$ cat src/rtl/trn_tx_arb.sv
// Purpose : round-robin arbiter and output mux that lets NREQ requesters share one TRN tx port.
//           Ports: req_ep/drv_ep/tag_inc (per requester), req_* TRN buses (flattened), trn_* to the core.
// Latency : grant registered, 1 cycle after request in IDLE; data path combinational from owner.
// Backpr. : trn_tdst_rdy_n broadcast unchanged to all requesters; trn_tbuf_av == 0 blocks new grants.
module trn_tx_arb #(
  parameter int NREQ     = 3,
  parameter int GRANT_TO = 16
) (
  input  logic                 clk,
  input  logic                 rst,
  input  logic [NREQ-1:0]      req_ep,
  input  logic [NREQ-1:0]      drv_ep,
  input  logic [NREQ-1:0]      tag_inc,
  output logic [NREQ-1:0]      my_trn,
  output logic [4:0]           tag_trn,
  input  logic [64*NREQ-1:0]   req_td,
  input  logic [8*NREQ-1:0]    req_trem_n,
  input  logic [NREQ-1:0]      req_tsof_n,
  input  logic [NREQ-1:0]      req_teof_n,
  input  logic [NREQ-1:0]      req_tsrc_rdy_n,
  output logic [NREQ-1:0]      req_tdst_rdy_n,
  output logic [63:0]          trn_td,
  output logic [7:0]           trn_trem_n,
  output logic                 trn_tsof_n,
  output logic                 trn_teof_n,
  output logic                 trn_tsrc_rdy_n,
  input  logic                 trn_tdst_rdy_n,
  input  logic [3:0]           trn_tbuf_av
);

  localparam int IW = (NREQ > 1) ? $clog2(NREQ) : 1;
  localparam int WW = $clog2(GRANT_TO + 1);

  typedef enum logic [1:0] {S_IDLE, S_GRANT, S_BUSY, S_GUARD} state_t;

  state_t          state_q, state_d;
  logic [IW-1:0]   own_q, own_d;
  logic [IW-1:0]   last_q, last_d;
  logic [NREQ-1:0] my_q, my_d;
  logic [4:0]      tag_q, tag_d;
  logic [WW-1:0]   wd_q, wd_d;

  logic [IW-1:0]   pick;
  logic            found;
  logic            active;

  // Round-robin search: start one past the previous owner and wrap, so the
  // previous owner is considered last.
  always_comb begin
    found = 1'b0;
    pick  = '0;
    for (int i = 1; i <= NREQ; i++) begin
      if (!found && req_ep[(int'(last_q) + i) % NREQ]) begin
        found = 1'b1;
        pick  = IW'((int'(last_q) + i) % NREQ);
      end
    end
  end

  always_comb begin
    state_d = state_q;
    own_d   = own_q;
    last_d  = last_q;
    my_d    = my_q;
    tag_d   = tag_q;
    wd_d    = wd_q;
    case (state_q)
      S_IDLE: begin
        my_d = '0;
        if (found && (trn_tbuf_av != 4'd0)) begin
          own_d   = pick;
          my_d    = NREQ'(1) << pick;
          wd_d    = '0;
          state_d = S_GRANT;
        end
      end
      S_GRANT: begin
        if (wd_q != WW'(GRANT_TO)) wd_d = wd_q + 1'b1;
        if (drv_ep[own_q]) begin
          state_d = S_BUSY;
        end else if (!req_ep[own_q] || (wd_q >= WW'(GRANT_TO - 1))) begin
          // Withdrawn request or watchdog expiry: give the port back.
          state_d = S_GUARD;
          my_d    = '0;
        end
      end
      S_BUSY: begin
        if (tag_inc[own_q]) tag_d = tag_q + 5'd1;
        if (!drv_ep[own_q]) begin
          state_d = S_GUARD;
          my_d    = '0;
        end
      end
      S_GUARD: begin
        // One dead cycle between owners; pointer advances only here.
        last_d  = own_q;
        my_d    = '0;
        state_d = S_IDLE;
      end
      default: begin
        state_d = S_IDLE;
        my_d    = '0;
      end
    endcase
  end

  always_ff @(posedge clk or negedge rst) begin
    if (!rst) begin
      state_q <= S_IDLE;
      own_q   <= '0;
      last_q  <= IW'(NREQ - 1);
      my_q    <= '0;
      tag_q   <= '0;
      wd_q    <= '0;
    end else begin
      state_q <= state_d;
      own_q   <= own_d;
      last_q  <= last_d;
      my_q    <= my_d;
      tag_q   <= tag_d;
      wd_q    <= wd_d;
    end
  end

  assign my_trn         = my_q;
  assign tag_trn        = tag_q;
  assign req_tdst_rdy_n = {NREQ{trn_tdst_rdy_n}};

  // Mux decided purely from registered state, so an async reset idles the
  // port in the same cycle.
  assign active = (state_q == S_BUSY) || ((state_q == S_GRANT) && drv_ep[own_q]);

  assign trn_td         = active ? req_td[int'(own_q)*64 +: 64]    : 64'd0;
  assign trn_trem_n     = active ? req_trem_n[int'(own_q)*8 +: 8]  : 8'hFF;
  assign trn_tsof_n     = active ? req_tsof_n[own_q]               : 1'b1;
  assign trn_teof_n     = active ? req_teof_n[own_q]               : 1'b1;
  assign trn_tsrc_rdy_n = active ? req_tsrc_rdy_n[own_q]           : 1'b1;

endmodule

$ cat config.mk
export PLATFORM = sky130hd
export DESIGN_NAME = trn_tx_arb
export DESIGN_NICKNAME = d
export VERILOG_FILES = /design/src/rtl/trn_tx_arb.sv
export SDC_FILE = /design/constraint.sdc
export NUM_CORES = 1
export LEC_CHECK = 0
export BUFFER_PORTS_ARGS = -buffer_cell sky130_fd_sc_hd__buf_2
export CORE_AREA = 2 2 128 130
export CTS_CLUSTER_DIAMETER = 100
export CTS_CLUSTER_SIZE = 20
export DETAILED_ROUTE_END_ITERATION = 16
export DIE_AREA = 0 0 130 132
export GPL_ROUTABILITY_DRIVEN = 1
export GPL_TIMING_DRIVEN = 1
export PLACE_DENSITY_LB_ADDON = 0.25
export REMOVE_ABC_BUFFERS = 1
export SLEW_MARGIN = 10
export SYNTH_ARGS = -nofsm -noshare
export SYNTH_HDL_FRONTEND = slang
export SYNTH_SLANG_ARGS = --single-unit
export TNS_END_PERCENT = 20
$ cat constraint.sdc
create_clock -name clk -period 5.2 [get_ports clk]
set_clock_uncertainty 0.05 [all_clocks]
set_input_delay 1.04 -clock clk [delete_from_list [all_inputs] [get_ports clk]]
set_output_delay 1.04 -clock clk [all_outputs]
set_load 0.02 [all_outputs]
==> run summary <==
Status -> finished, final reports clean
IO buf count -> 322
Largest net degree at the start of global routing -> 77
Vias in the first global route -> 3964
FMAX -> 0.258 GHz
Detailed Place HPWL -> 12500 um
Hold Path Class -> register to register
P_int -> 1.09 mW
Area Growth Syn to Fin -> 57.2%
Leakage -> 2.68 nW
Switching pwr -> 1.57 mW
I/O Pins -> 327
Max layer used -> met4
Total grt overflow -> 0
Global-route wire length before repair -> 21600 um
Buf/Inv on CP -> 2
Worst-Margin Slew -> 800 ps
Routed Antenna Nets -> 0
Drc violations -> 0
Required time of the critical path -> 4110 ps
Final setup vio count -> 0
Final period util -> 0.744
ANT cells -> 0
Clock network fraction of design power -> 0.061
CP Cell Sequence -> mux2i_1, o2bb2ai_2, a21oi_4, buf_4, nor2_1, buf_2
Crit-path max FO -> 49
DR vias/cell -> 4.47
# placed instances -> 970
Min Tclk post-route -> 3870 ps
Met1 Wirelength -> 6540 um
Slew headroom -> 0.467
RSZ-0062 raised after global routing -> false
Syn Inst Count -> 466
Cell family with most CP delay -> flip-flops
Die Width -> 130 um
Worst hold margin -> 426 ps
DRT Pass-1 Iters -> 5
Routed met2 length -> 7710 um
Average cell area after synthesis -> 6.95 um2
Initial antenna violation count -> 0
Row count -> 46
Seq pwr share -> 0.123
CTS tree -> yes
Worst-Skew Late Latency -> 250 ps
Overall routed net length -> 15300 um
Max VDD drop -> 0.394 mV
Yosys warns -> 0
Logic pwr share -> 0.817
Synth unique cells -> 52
Worst setup SP type -> register
Clk slew on worst S/H paths -> 60 ps
Starting Density -> 0.206
Htree depth -> 1
Num CTS Buffers -> 3
# clock sinks -> 19
Area of the die -> 0.0172 mm2
CP arrival -> 2780 ps
Post-CTS sizing -> 0
Max stage delay cell, worst path -> dfrtp_4
Post-CTS setup buffer count -> 0
Sequential share of the synthesized area -> 0.147
Core area -> 0.0157 mm2
Net Sw Frac -> 0.590
Slew Viols, Final -> 0
WS Path Type -> register to primary output
Drt first-iter violations -> 211
Total GRT Usage -> 0.159
Hold Buf Count CTS -> 0
Fin. Hold Viols -> 0
Finished Layout Cells -> 974
CTS root buf -> clkbuf_16
Total number of vias -> 4350
Crit. End Element -> primary output
Routed length per instance -> 15.7 um
Max stage delay on crit path -> 780 ps
Met3 Wirelength -> 923 um
Clock buffer depth -> 2
Netlist Area Pre-Place -> 0.00324 mm2
Ratio of cells with drive above 1 in the final layout -> 0.462
Pwr Density -> 524 mW/mm2
Placer Congestion -> 0.868
Max Cap Viol -> 0
Die height -> 132 um
# nets final -> 1013
Post-synthesis register bit count -> 19
## final cells by class
type | instances | area, um2
clock buffer | 3 | 75.1
clock inverter | 1 | 5.00
fill | 1756 | 10600
inverter | 11 | 41.3
multi-input combinational | 397 | 2570
sequential | 19 | 482
tap | 216 | 270
timing repair buffer | 327 | 1650
## cell usage in the layout, fill, tap and decap left out, drive strengths merged, types with 4 or more instances in the layout
cell    instances
buf           327
nor2          132
mux2i          81
a21oi          66
nand2          24
dfrtp          18
o211ai         13
ha             13
inv            11
o21ai           6
nor3            6
nor2b           5
mux2            4
## Yosys cell counts, drive strengths merged
cell type  number  area [um2]
inv            11        41.3
a211o           3        27.5
a21boi          2        15.0
nor3            6        35.0
mux2i          81         815
and2            1        6.26
o211a           1        10.0
or2             1        6.26
buf            24         115
o221ai          2        17.5
and3            1        6.26
a221oi          1        26.3
o31ai           3        22.5
nor2b           5        31.3
nor4bb          2        20.0
ha             13         163
mux2            4        45.0
o21ai           6        30.0
nand4           2        12.5
a21o            1        7.51
and3b           1        8.76
a41o            2        20.0
o211ai         13        97.6
or4             3        28.8
a211oi          3        22.5
xor2            1        8.76
a21oi          66         330
nand3           3        15.0
dfrtp          18         450
o21a            1        7.51
a22o            1        8.76
o31a            3        36.3
clkbuf         15        56.3
o2bb2ai         1        15.0
o22ai           1        6.26
a221o           1        10.0
dfstp           1        26.3
nor2          132         495
nand2b          2        12.5
a2111o          1        11.3
xnor2           3        26.3
nand2          24        90.1
## worst reg2reg max path, stage by stage, from the launching register on
cell      delay [ps]
dfrtp_2          730
buf_4            590
nor2b_1          150
a211oi_1         330
a211oi_1         140
a211o_2          350
mux2_1           320
## path summary, 6_finish.rpt
path	startpoint	endpoint	slack (ps)	cells after the start
setup / recovery	own_q[1]	trn_td[36]	1330	6
hold / removal	tag_trn[4]	tag_trn[4]	430	1
setup reg to reg	own_q[0]	state_q[1]	2430	6
hold reg to reg	tag_trn[4]	tag_trn[4]	430	1
max in group asynchronous	rst	own_q[1]	4070	1
min in group asynchronous	rst	my_trn[1]	680	1
## per-stage QoR
stage	total power [mW]	instance area [um2]	TNS (ps)	utilization	setup WS [ps]
after global routing	2.91	5090	0	0.324	1070
after CTS	2.71	5090	0	0.324	1290
after global placement	2.54	5010	0	0.319	1370
after floorplan	1.82	3070	-286920	-	-4080
after detailed placement	2.54	5010	0	0.319	1340
final	2.67	5090	0	0.324	1330
## registers in the layout (all words and copies together) (netlist names)
register	flops
state_q	2
tag_trn	5
last_q	2
wd_q	5
my_trn	3
own_q	2
## logic make-up after synthesis
| kind of cell | synth area share |
|---|---|
| compound gates | 0.223 |
| xor+xnor | 0.0108 |
| fa+ha+maj | 0.0503 |
| buf+inv | 0.0657 |
| flops | 0.147 |
| mux | 0.266 |
| simple gates | 0.237 |
## routing by layer
metal / GRT usage / vias up
li1: - / 2211
met1: 0.204 / 1957
met2: 0.293 / 172
met3: 0.0195 / 10
met4: 0.00956 / 0
met5: 0 / -
## power by group through the flow
stage	Combinational (mW)	Sequential (mW)	Clock, mW
after floorplan	1.41	0.407	0
after global placement	2.21	0.332	0
after detailed placement	2.21	0.329	0
after CTS	2.22	0.329	0.165
after global routing	2.39	0.345	0.172
final	2.18	0.327	0.161
Power figures use the tool's default switching activity.
